===== config.mk =====
export PLATFORM = sky130hd
export DESIGN_NAME = xadc_drp_master_flat
export DESIGN_NICKNAME = d
export VERILOG_FILES = /design/src/rtl/xadc_drp_master_pkg.sv /design/src/rtl/xadc_drp_master_if.sv /design/src/rtl/xadc_drp_master.sv /design/src/flat_wrapper.sv
export SDC_FILE = /design/constraint.sdc
export NUM_CORES = 1
export LEC_CHECK = 0
export BUFFER_PORTS_ARGS = -buffer_cell sky130_fd_sc_hd__buf_2
export CAP_MARGIN = 20
export CELL_PAD_IN_SITES_DETAIL_PLACEMENT = 1
export CELL_PAD_IN_SITES_GLOBAL_PLACEMENT = 1
export CORE_MARGIN = 4
export CORE_UTILIZATION = 42
export DETAILED_ROUTE_END_ITERATION = 8
export HOLD_SLACK_MARGIN = 0.05
export PLACE_DENSITY_LB_ADDON = 0.1
export SLEW_MARGIN = 20
export SYNTH_ARGS = -nofsm -noshare
export SYNTH_HDL_FRONTEND = slang
export SYNTH_SLANG_ARGS = --single-unit

===== constraint.sdc =====
create_clock -name dclk_in -period 5.3 [get_ports dclk_in]
set_input_delay 1.06 -clock dclk_in [delete_from_list [all_inputs] [get_ports dclk_in]]
set_output_delay 1.06 -clock dclk_in [all_outputs]
set_load 0.1 [all_outputs]

===== src/rtl/xadc_drp_master_pkg.sv =====
// ============================================================================
// Module  : xadc_drp_pkg
// Purpose : Shared widths, DRP addresses and FSM encodings for xadc_drp_master
// Revision: 1.0 - initial release
// ============================================================================
`default_nettype none

package xadc_drp_pkg;

  localparam int DRP_AW    = 7;
  localparam int DRP_DW    = 16;
  localparam int ADC_W     = 12;
  localparam int CH_W      = 5;
  localparam int NUM_CFG   = 3;
  localparam int CFG_IDX_W = 2;

  localparam logic [DRP_AW-1:0]    DRP_ADDR_CFG0 = 7'h40;
  localparam logic [CFG_IDX_W-1:0] CFG_LAST      = 2'(NUM_CFG - 1);

  typedef logic [2:0] drp_state_t;

  localparam drp_state_t ST_CFG_REQ  = 3'd0;
  localparam drp_state_t ST_CFG_WAIT = 3'd1;
  localparam drp_state_t ST_IDLE     = 3'd2;
  localparam drp_state_t ST_RD_REQ   = 3'd3;
  localparam drp_state_t ST_RD_WAIT  = 3'd4;

  function automatic logic [DRP_AW-1:0] cfg_addr(input logic [CFG_IDX_W-1:0] idx);
    return DRP_ADDR_CFG0 + {{(DRP_AW-CFG_IDX_W){1'b0}}, idx};
  endfunction

endpackage

`default_nettype wire


===== src/rtl/xadc_drp_master_if.sv =====
// ============================================================================
// Module  : xadc_drp_master_if
// Purpose : DRP bus between the DRP initiator (master) and XADC wrapper (slave)
// Revision: 1.0 - initial release
// ============================================================================
`default_nettype none

interface xadc_drp_master_if;
  import xadc_drp_pkg::*;

  logic [DRP_AW-1:0] daddr_out;
  logic              den_out;
  logic              dwe_out;
  logic [DRP_DW-1:0] di_out;
  logic [DRP_DW-1:0] drp_do_in;
  logic              drdy_in;

  modport master (
    output daddr_out, den_out, dwe_out, di_out,
    input  drp_do_in, drdy_in
  );

  modport slave (
    input  daddr_out, den_out, dwe_out, di_out,
    output drp_do_in, drdy_in
  );

endinterface

`default_nettype wire


===== src/rtl/xadc_drp_master.sv =====
// ============================================================================
// Module  : xadc_drp_master
// Purpose : Writes XADC config regs 0x40-0x42, then reads one result per EOC.
//           Optional DRP wait timeout enabled by macro DRP_TIMEOUT_EN.
// Revision: 1.0 - initial release
// ============================================================================
`default_nettype none

module xadc_drp_master
  import xadc_drp_pkg::*;
#(
  parameter logic [DRP_DW-1:0] CFG0_VAL = 16'h0010,
  parameter logic [DRP_DW-1:0] CFG1_VAL = 16'h3F0F,
  parameter logic [DRP_DW-1:0] CFG2_VAL = 16'h0400
`ifdef DRP_TIMEOUT_EN
  , parameter int unsigned TIMEOUT_CYCLES = 64
`endif
) (
  input  wire logic             dclk_in,
  input  wire logic             reset_in,
  input  wire logic             eoc_in,
  input  wire logic [CH_W-1:0]  channel_in,
  xadc_drp_master_if.master     drp,
  output logic      [ADC_W-1:0] sample_out,
  output logic      [CH_W-1:0]  sample_ch_out,
  output logic                  sample_valid_out,
  output logic                  cfg_done_out,
  output logic                  busy_out,
  output logic                  overrun_out,
  output logic                  timeout_out
);

  drp_state_t            state_q,     state_d;
  logic [CFG_IDX_W-1:0]  cfg_idx_q,   cfg_idx_d;
  logic [CH_W-1:0]       ch_q,        ch_d;
  logic                  pending_q,   pending_d;
  logic [CH_W-1:0]       pend_ch_q,   pend_ch_d;
  logic                  den_q,       den_d;
  logic                  dwe_q,       dwe_d;
  logic [DRP_AW-1:0]     daddr_q,     daddr_d;
  logic [DRP_DW-1:0]     di_q,        di_d;
  logic [ADC_W-1:0]      sample_q,    sample_d;
  logic [CH_W-1:0]       sample_ch_q, sample_ch_d;
  logic                  valid_q,     valid_d;
  logic                  cfg_done_q,  cfg_done_d;
  logic                  busy_q,      busy_d;
  logic                  overrun_q,   overrun_d;
  logic [DRP_DW-1:0]     cfg_val;
  logic                  timed_out;
  logic                  ack;
  wire                   do_lsb_unused = ^drp.drp_do_in[3:0];

  always_comb begin
    case (cfg_idx_d)
      2'd0:    cfg_val = CFG0_VAL;
      2'd1:    cfg_val = CFG1_VAL;
      default: cfg_val = CFG2_VAL;
    endcase
  end

  // A timeout is treated as an acknowledge without data.
  assign ack = drp.drdy_in | timed_out;

  always_comb begin
    state_d     = state_q;
    cfg_idx_d   = cfg_idx_q;
    ch_d        = ch_q;
    pending_d   = pending_q;
    pend_ch_d   = pend_ch_q;
    cfg_done_d  = cfg_done_q;
    sample_d    = sample_q;
    sample_ch_d = sample_ch_q;
    valid_d     = 1'b0;
    overrun_d   = 1'b0;

    // Only one EOC can queue behind an active read; any further one is lost.
    if (((state_q == ST_RD_REQ) || (state_q == ST_RD_WAIT)) && eoc_in) begin
      if (pending_q) begin
        overrun_d = 1'b1;
      end else begin
        pending_d = 1'b1;
        pend_ch_d = channel_in;
      end
    end

    case (state_q)
      ST_CFG_REQ: begin
        // First cycle out of reset has no strobe yet; leave once it is issued.
        if (den_q) state_d = ST_CFG_WAIT;
      end
      ST_CFG_WAIT: begin
        if (ack) begin
          if (cfg_idx_q == CFG_LAST) begin
            cfg_done_d = 1'b1;
            state_d    = ST_IDLE;
          end else begin
            cfg_idx_d = cfg_idx_q + 2'd1;
            state_d   = ST_CFG_REQ;
          end
        end
      end
      ST_IDLE: begin
        if (eoc_in) begin
          ch_d    = channel_in;
          state_d = ST_RD_REQ;
        end
      end
      ST_RD_REQ: begin
        state_d = ST_RD_WAIT;
      end
      ST_RD_WAIT: begin
        if (ack) begin
          if (drp.drdy_in) begin
            sample_d    = drp.drp_do_in[DRP_DW-1:DRP_DW-ADC_W];
            sample_ch_d = ch_q;
            valid_d     = 1'b1;
          end
          if (pending_d) begin
            pending_d = 1'b0;
            ch_d      = pend_ch_d;
            state_d   = ST_RD_REQ;
          end else begin
            state_d = ST_IDLE;
          end
        end
      end
      default: state_d = ST_CFG_REQ;
    endcase
  end

  // Bus outputs are registered from the next state so den aligns with REQ.
  always_comb begin
    den_d   = (state_d == ST_CFG_REQ) || (state_d == ST_RD_REQ);
    dwe_d   = (state_d == ST_CFG_REQ);
    busy_d  = (state_d != ST_IDLE);
    daddr_d = daddr_q;
    di_d    = di_q;
    if (state_d == ST_CFG_REQ) begin
      daddr_d = cfg_addr(cfg_idx_d);
      di_d    = cfg_val;
    end else if (state_d == ST_RD_REQ) begin
      daddr_d = {{(DRP_AW-CH_W){1'b0}}, ch_d};
    end
  end

  always_ff @(posedge dclk_in or posedge reset_in) begin
    if (reset_in) begin
      state_q     <= ST_CFG_REQ;
      cfg_idx_q   <= '0;
      ch_q        <= '0;
      pending_q   <= 1'b0;
      pend_ch_q   <= '0;
      den_q       <= 1'b0;
      dwe_q       <= 1'b0;
      daddr_q     <= '0;
      di_q        <= '0;
      sample_q    <= '0;
      sample_ch_q <= '0;
      valid_q     <= 1'b0;
      cfg_done_q  <= 1'b0;
      busy_q      <= 1'b0;
      overrun_q   <= 1'b0;
    end else begin
      state_q     <= state_d;
      cfg_idx_q   <= cfg_idx_d;
      ch_q        <= ch_d;
      pending_q   <= pending_d;
      pend_ch_q   <= pend_ch_d;
      den_q       <= den_d;
      dwe_q       <= dwe_d;
      daddr_q     <= daddr_d;
      di_q        <= di_d;
      sample_q    <= sample_d;
      sample_ch_q <= sample_ch_d;
      valid_q     <= valid_d;
      cfg_done_q  <= cfg_done_d;
      busy_q      <= busy_d;
      overrun_q   <= overrun_d;
    end
  end

`ifdef DRP_TIMEOUT_EN
  localparam int CNT_W = $clog2(TIMEOUT_CYCLES + 1);
  localparam logic [CNT_W-1:0] CNT_LAST = CNT_W'(TIMEOUT_CYCLES - 1);

  logic [CNT_W-1:0] wait_cnt_q;
  logic             timeout_q;
  logic             in_wait;

  assign in_wait   = (state_q == ST_CFG_WAIT) || (state_q == ST_RD_WAIT);
  assign timed_out = in_wait && !drp.drdy_in && (wait_cnt_q == CNT_LAST);

  // Wait states are only ever entered from a REQ state, where the count is zero.
  always_ff @(posedge dclk_in or posedge reset_in) begin
    if (reset_in) begin
      wait_cnt_q <= '0;
      timeout_q  <= 1'b0;
    end else begin
      wait_cnt_q <= in_wait ? wait_cnt_q + 1'b1 : '0;
      timeout_q  <= timed_out;
    end
  end

  assign timeout_out = timeout_q;
`else
  assign timed_out   = 1'b0;
  assign timeout_out = 1'b0;
`endif

  assign drp.den_out       = den_q;
  assign drp.dwe_out       = dwe_q;
  assign drp.daddr_out     = daddr_q;
  assign drp.di_out        = di_q;
  assign sample_out        = sample_q;
  assign sample_ch_out     = sample_ch_q;
  assign sample_valid_out  = valid_q;
  assign cfg_done_out      = cfg_done_q;
  assign busy_out          = busy_q;
  assign overrun_out       = overrun_q;

endmodule

`default_nettype wire


===== src/flat_wrapper.sv =====
// flat-port wrapper written by rule: the top's interface ports become plain ports
module xadc_drp_master_flat import xadc_drp_pkg::*;
#(
  parameter logic [DRP_DW-1:0] CFG0_VAL = 16'h0010,
  parameter logic [DRP_DW-1:0] CFG1_VAL = 16'h3F0F,
  parameter logic [DRP_DW-1:0] CFG2_VAL = 16'h0400

)
  (dclk_in, reset_in, eoc_in, channel_in, sample_out, sample_ch_out, sample_valid_out, cfg_done_out, busy_out, overrun_out, timeout_out, drp_daddr_out, drp_den_out, drp_dwe_out, drp_di_out, drp_drp_do_in, drp_drdy_in);
  xadc_drp_master_if drp_i ();
  input  wire logic dclk_in;
  input  wire logic reset_in;
  input  wire logic eoc_in;
  input  wire logic [CH_W-1:0] channel_in;
  output logic      [ADC_W-1:0] sample_out;
  output logic      [CH_W-1:0] sample_ch_out;
  output logic sample_valid_out;
  output logic cfg_done_out;
  output logic busy_out;
  output logic overrun_out;
  output logic timeout_out;
  output wire logic [$bits(drp_i.daddr_out)-1:0] drp_daddr_out;
  output wire logic [$bits(drp_i.den_out)-1:0] drp_den_out;
  output wire logic [$bits(drp_i.dwe_out)-1:0] drp_dwe_out;
  output wire logic [$bits(drp_i.di_out)-1:0] drp_di_out;
  input wire logic [$bits(drp_i.drp_do_in)-1:0] drp_drp_do_in;
  input wire logic [$bits(drp_i.drdy_in)-1:0] drp_drdy_in;
  assign drp_daddr_out = drp_i.daddr_out;
  assign drp_den_out = drp_i.den_out;
  assign drp_dwe_out = drp_i.dwe_out;
  assign drp_di_out = drp_i.di_out;
  assign drp_i.drp_do_in = drp_drp_do_in;
  assign drp_i.drdy_in = drp_drdy_in;
  xadc_drp_master #(.CFG0_VAL(CFG0_VAL), .CFG1_VAL(CFG1_VAL), .CFG2_VAL(CFG2_VAL)) u_core (.dclk_in(dclk_in), .reset_in(reset_in), .eoc_in(eoc_in), .channel_in(channel_in), .drp(drp_i), .sample_out(sample_out), .sample_ch_out(sample_ch_out), .sample_valid_out(sample_valid_out), .cfg_done_out(cfg_done_out), .busy_out(busy_out), .overrun_out(overrun_out), .timeout_out(timeout_out));
endmodule

-- Word level (Yosys, flattened, before mapping)
Index checks and enable logic that the tools add are counted.
- add/sub/neg operators: 2
- $mul: 0
- div/mod/pow operators: 0
- magnitude comparators: 0
- eq/ne operators: 8
- shifts and indexed selects: 0
- muxes and demuxes: 26
- bitwise logic cells: 0
- reduce and logical (&&, ||, !) cells: 9
- operators with widths (operator ; count):
    14-bit one-hot mux with 2 select lines ; 1
    5-bit two-way mux ; 5
    3-bit one-hot mux with 5 select lines ; 1
    7-bit two-way mux ; 2
    3-bit two-way mux ; 4
    5-bit one-hot mux with 2 select lines ; 1
    3-bit by 2-bit == test with 1-bit output, second input constant ; 3
    1-bit two-way mux ; 8
    2-bit two-way mux ; 4
    7-bit by 2-bit adder with 7-bit output, first input constant ; 1
    3-bit zero test ; 2
    3-bit by 1-bit == test with 1-bit output, second input constant ; 1
    3-bit == test, second input constant ; 1
    3-bit by 2-bit inequality test with 1-bit output, second input constant ; 1
    3-bit AND reduction ; 1
    2-bit by 1-bit adder with 2-bit output, second input constant ; 1
    2-bit by 1-bit == test with 1-bit output, second input constant ; 1
    2-bit == test, second input constant ; 1
    2-bit zero test ; 1
    1-bit logical OR ; 2
    2-bit AND reduction ; 1
    2-bit nonzero test ; 1
    1-bit logical AND ; 1
- bits in registers: 62
- bits in latches: 0
- bits in writable memories: 0
- memory bits (read-only): 0
- input bits: 25
- output and inout bits: 47
- memories kept: 0

-- Longest topological paths before layout
- depth after elaboration: 10
- mapped depth: 8

-- Least setup slack after synthesis
No wires, ideal clock.
- path type: flip-flop to output port
- start point: register u_core.drp.di_out[12] (netlist name)
- end point: output drp_di_out[11]
- arrival: 1.456 ns
- path slack: 2.784 ns
- cell stages (with the launch flop): 2
- cell sequence: dfrtp_1 > buf_4
- RTL lines (what ; RTL line ; RTL):
    end: declaration ; flat_wrapper.sv:25 ; output wire logic [$bits(drp_i.di_out)-1:0] drp_di_out;

-- Final worst setup path
- start point: register u_core.state_q[2]
- end point: register u_core.daddr_q[3] (netlist: u_core.drp.daddr_out[3])
- elaborated cells on any way between the ends: 25
- classes of those cells: add/sub (1); eq/ne (5); mux (14); reduce/logical (5)
- RTL lines (what ; RTL line ; RTL):
    start: declaration ; xadc_drp_master.sv:33 ; drp_state_t state_q, state_d;
    start signal: assignment ; xadc_drp_master.sv:164 ; state_q <= state_d;
    3-bit == test, or another cell as far along ; xadc_drp_master.sv:86 ; case (state_q)
    3-bit one-hot mux with 5 select lines * ; xadc_drp_master.sv:86 ;
    via u_core.state_d[1] ; xadc_drp_master.sv:33 ;
    3-bit by 2-bit == test with 1-bit output or 3-bit zero test (tied branches) ; xadc_drp_master.sv:141, xadc_drp_master.sv:138 ;
    2-bit nonzero test (no line) or 7-bit two-way mux (tied branches) ; -- ;
    end signal: assignment ; xadc_drp_master.sv:171 ; daddr_q <= daddr_d;
    end: declaration ; xadc_drp_master.sv:40 ; logic [DRP_AW-1:0] daddr_q, daddr_d;
The timed path passes the listed nets; every way through them passes the cells marked *. The select of a mux whose other input is x is not followed.
A chain may end at the register's enable or synchronous reset.

==> metrics <==
Seq cells post-synth=48; Synth Cell Area=2270 sq um; grt total ovfl=0; CTS buffer count=5; CTS sink cnt=48; Critical Path AT=3.28 ns; first-pass GRT wire length=8690 um; Worst Setup Start Kind=flip-flop; HP Class=reg2reg; library cells used by synthesis=38; post-synth top area cell=dfrtp_1; nets@finish=280; most frequent cell after synthesis=dfrtp_1; fin area=2640 sq um; ys async rst share=1.00; vias=1718; top sig layer=met4; initial antenna violation count=0; Synth top area share=0.529; clk buf depth=2; GRT Total Usage=0.173; Antenna Violating Nets Remaining=0; Die ar.=6640 sq um; drt first pass iters=4; largest net degree at the start of global routing=49; Setup Buffers After CTS=0; top-level I/O count=72; n_diodes=0; Layout fillers=617; Die X=81.5 um; Finished Core Util=0.510; CP Capture Type=flip-flop; hold_ws=0.489 ns; WL met2=2650 um; Post-Syn Instances=204; slew margin rel.=0.355; maximum clock frequency=323 MHz; GP Congestion=0.807; MaxCap Viol Count=0; M1 WL=2270 um; fin crit period=3.09 ns; final WL=5340 um; Critical Path RT=5.49 ns; Crit Path Class=reg2reg; Final Slew Violations=0; Layout area overhead=16.3%; CTS clock-pin slew for the worst setup and hold paths=0.09 ns; port bufs=60; hold_buf cts=0; met3 wire len=341 um; die span in y=81.5 um; endpoints failing setup=0; drt drc=0; status=completed; vias in the first global route=1794; worst slew pin tran=0.965 ns; Detailed Place HPWL=3930 um; share of layout cells above drive strength 1=0.311; clk root buf=clkbuf_8; vias per cell=5.30; post-cts resize count=0; ys flop type=dfrtp_1; area of the core=5170 sq um; number of synthesized flops with an enable pin=0; Routed wire per std cell=16.5 um; Post-Route Setup TNS=0 ns; Syn. warnings=0; hold violation count in the final report=0; leading post-synthesis cells by cell area=dfrtp_1 53%, mux2_1 7.4%, buf_4 5.0%, mux2_2 3.5%, a21oi_1 2.4%; sequential area share after synthesis=0.529; Worst-Skew Late Latency=0.30 ns; top cells by count, synth=48 x dfrtp_1, 15 x buf_4, 15 x mux2_1; CTS H-tree lvls=2; Clock Skew=0.00401 ns; drt initial violations=60; row cnt=26; Placed Area=2530 sq um; crit path max fanout=22; final period utilization=0.584; CTS tree=built; unrepaired setup endpoints after global routing=no; Initial Util=0.439; Syn Area/Cell=11.1 sq um
cell families (layout without fill, tap and decap cells):
| logic type | Yosys count | count (layout) | share of synthesized area |
|---|---|---|---|
| adder cells (fa/ha/maj) | 2 | 2 | 0.0110 |
| multiplexers | 22 | 22 | 0.109 |
| flip-flops | 48 | 48 | 0.529 |
| AND/OR/NAND/NOR | 40 | 40 | 0.0959 |
| other | 1 | 7 | 0.00165 |
| buffers and inverters | 38 | 82 | 0.0904 |
| AO/OA/AOI/OAI | 53 | 53 | 0.163 |
critical path, stage by stage (launching register included):
cell and delay [ns]:
dfrtp_1 0.70, nor3b_4 0.47, nand2_1 0.66, o311ai_1 0.43, and2_1 0.36, mux2_2 0.37
path summary, 6_finish.rpt:
path                                                      start                                   to  slack, ns  cells past startpoint
worst max-delay path                u_core.state_q[2]$_DFF_PP0_  u_core.drp.daddr_out[3]$_DFFE_PP0P_       2.21                      5
worst min-delay path            u_core.cfg_done_out$_DFFE_PP0P_      u_core.cfg_done_out$_DFFE_PP0P_       0.49                      1
worst max register to register      u_core.state_q[2]$_DFF_PP0_  u_core.drp.daddr_out[3]$_DFFE_PP0P_       2.21                      5
max in group asynchronous                              reset_in           u_core.pending_q$_DFF_PP0_       3.93                      2
min in group asynchronous                              reset_in     u_core.sample_out[4]$_DFFE_PP0P_       0.88                      2
worst min register to register  u_core.cfg_done_out$_DFFE_PP0P_      u_core.cfg_done_out$_DFFE_PP0P_       0.49                      1
per-stage QoR:
stage                     instances  setup slack (ns)
after floorplan                 210              2.78
after global placement          316              2.07
after detailed placement        316              2.01
after CTS                       324              2.16
after global routing            324              1.93
final                           324              2.21
cell usage in the layout, fill, tap and decap left out, types with 2 or more instances in the layout:
cell type,count
nor2_1,7
conb_1,7
clkbuf_8,5
a21oi_1,11
nand2b_1,5
o32ai_1,2
ha_1,2
a31oi_1,4
dfrtp_1,48
a221o_1,5
mux2_1,15
nand2_1,14
nand3_1,2
clkinv_2,2
or2_1,3
o21ai_1,2
a22o_1,3
mux2_2,7
inv_1,12
o221ai_1,4
and2_1,4
o21ai_0,10
buf_2,60
a22oi_1,2
o21a_1,3
o22ai_1,2
registers in the layout, indices dropped and copies added, names as in the netlist:
name / flops
u_core.pend_ch_q: 5
u_core.state_q: 3
u_core.busy_out: 1
u_core.pending_q: 1
u_core.sample_ch_out: 5
u_core.ch_q: 5
u_core.drp.den_out: 1
u_core.sample_valid_out: 1
u_core.drp.di_out: 3
u_core.drp.dwe_out: 1
u_core.cfg_idx_q: 2
u_core.sample_out: 12
u_core.overrun_out: 1
u_core.cfg_done_out: 1
u_core.drp.daddr_out: 6
cell type report:
type	instances	area, sq um	share of cell area
Inverter	14	53.8	0.0204
Multi-Input combinational cell	124	886	0.336
Clock inverter	3	42.5	0.0161
Tap cell	70	87.6	0.0332
Clock buffer	5	68.8	0.0261
Timing Repair Buffer	60	300	0.114
Sequential cell	48	1200	0.455
routing by layer:
layer / vias to the layer above / GRT usage
li1: 793 / -
met3: 8 / 0.0461
met1: 865 / 0.195
met5: - / 0
met2: 52 / 0.317
met4: 0 / 0.0557
Power is not shown: default switching activity piles up to over one toggle a cycle in this logic, so the estimate is an artifact.
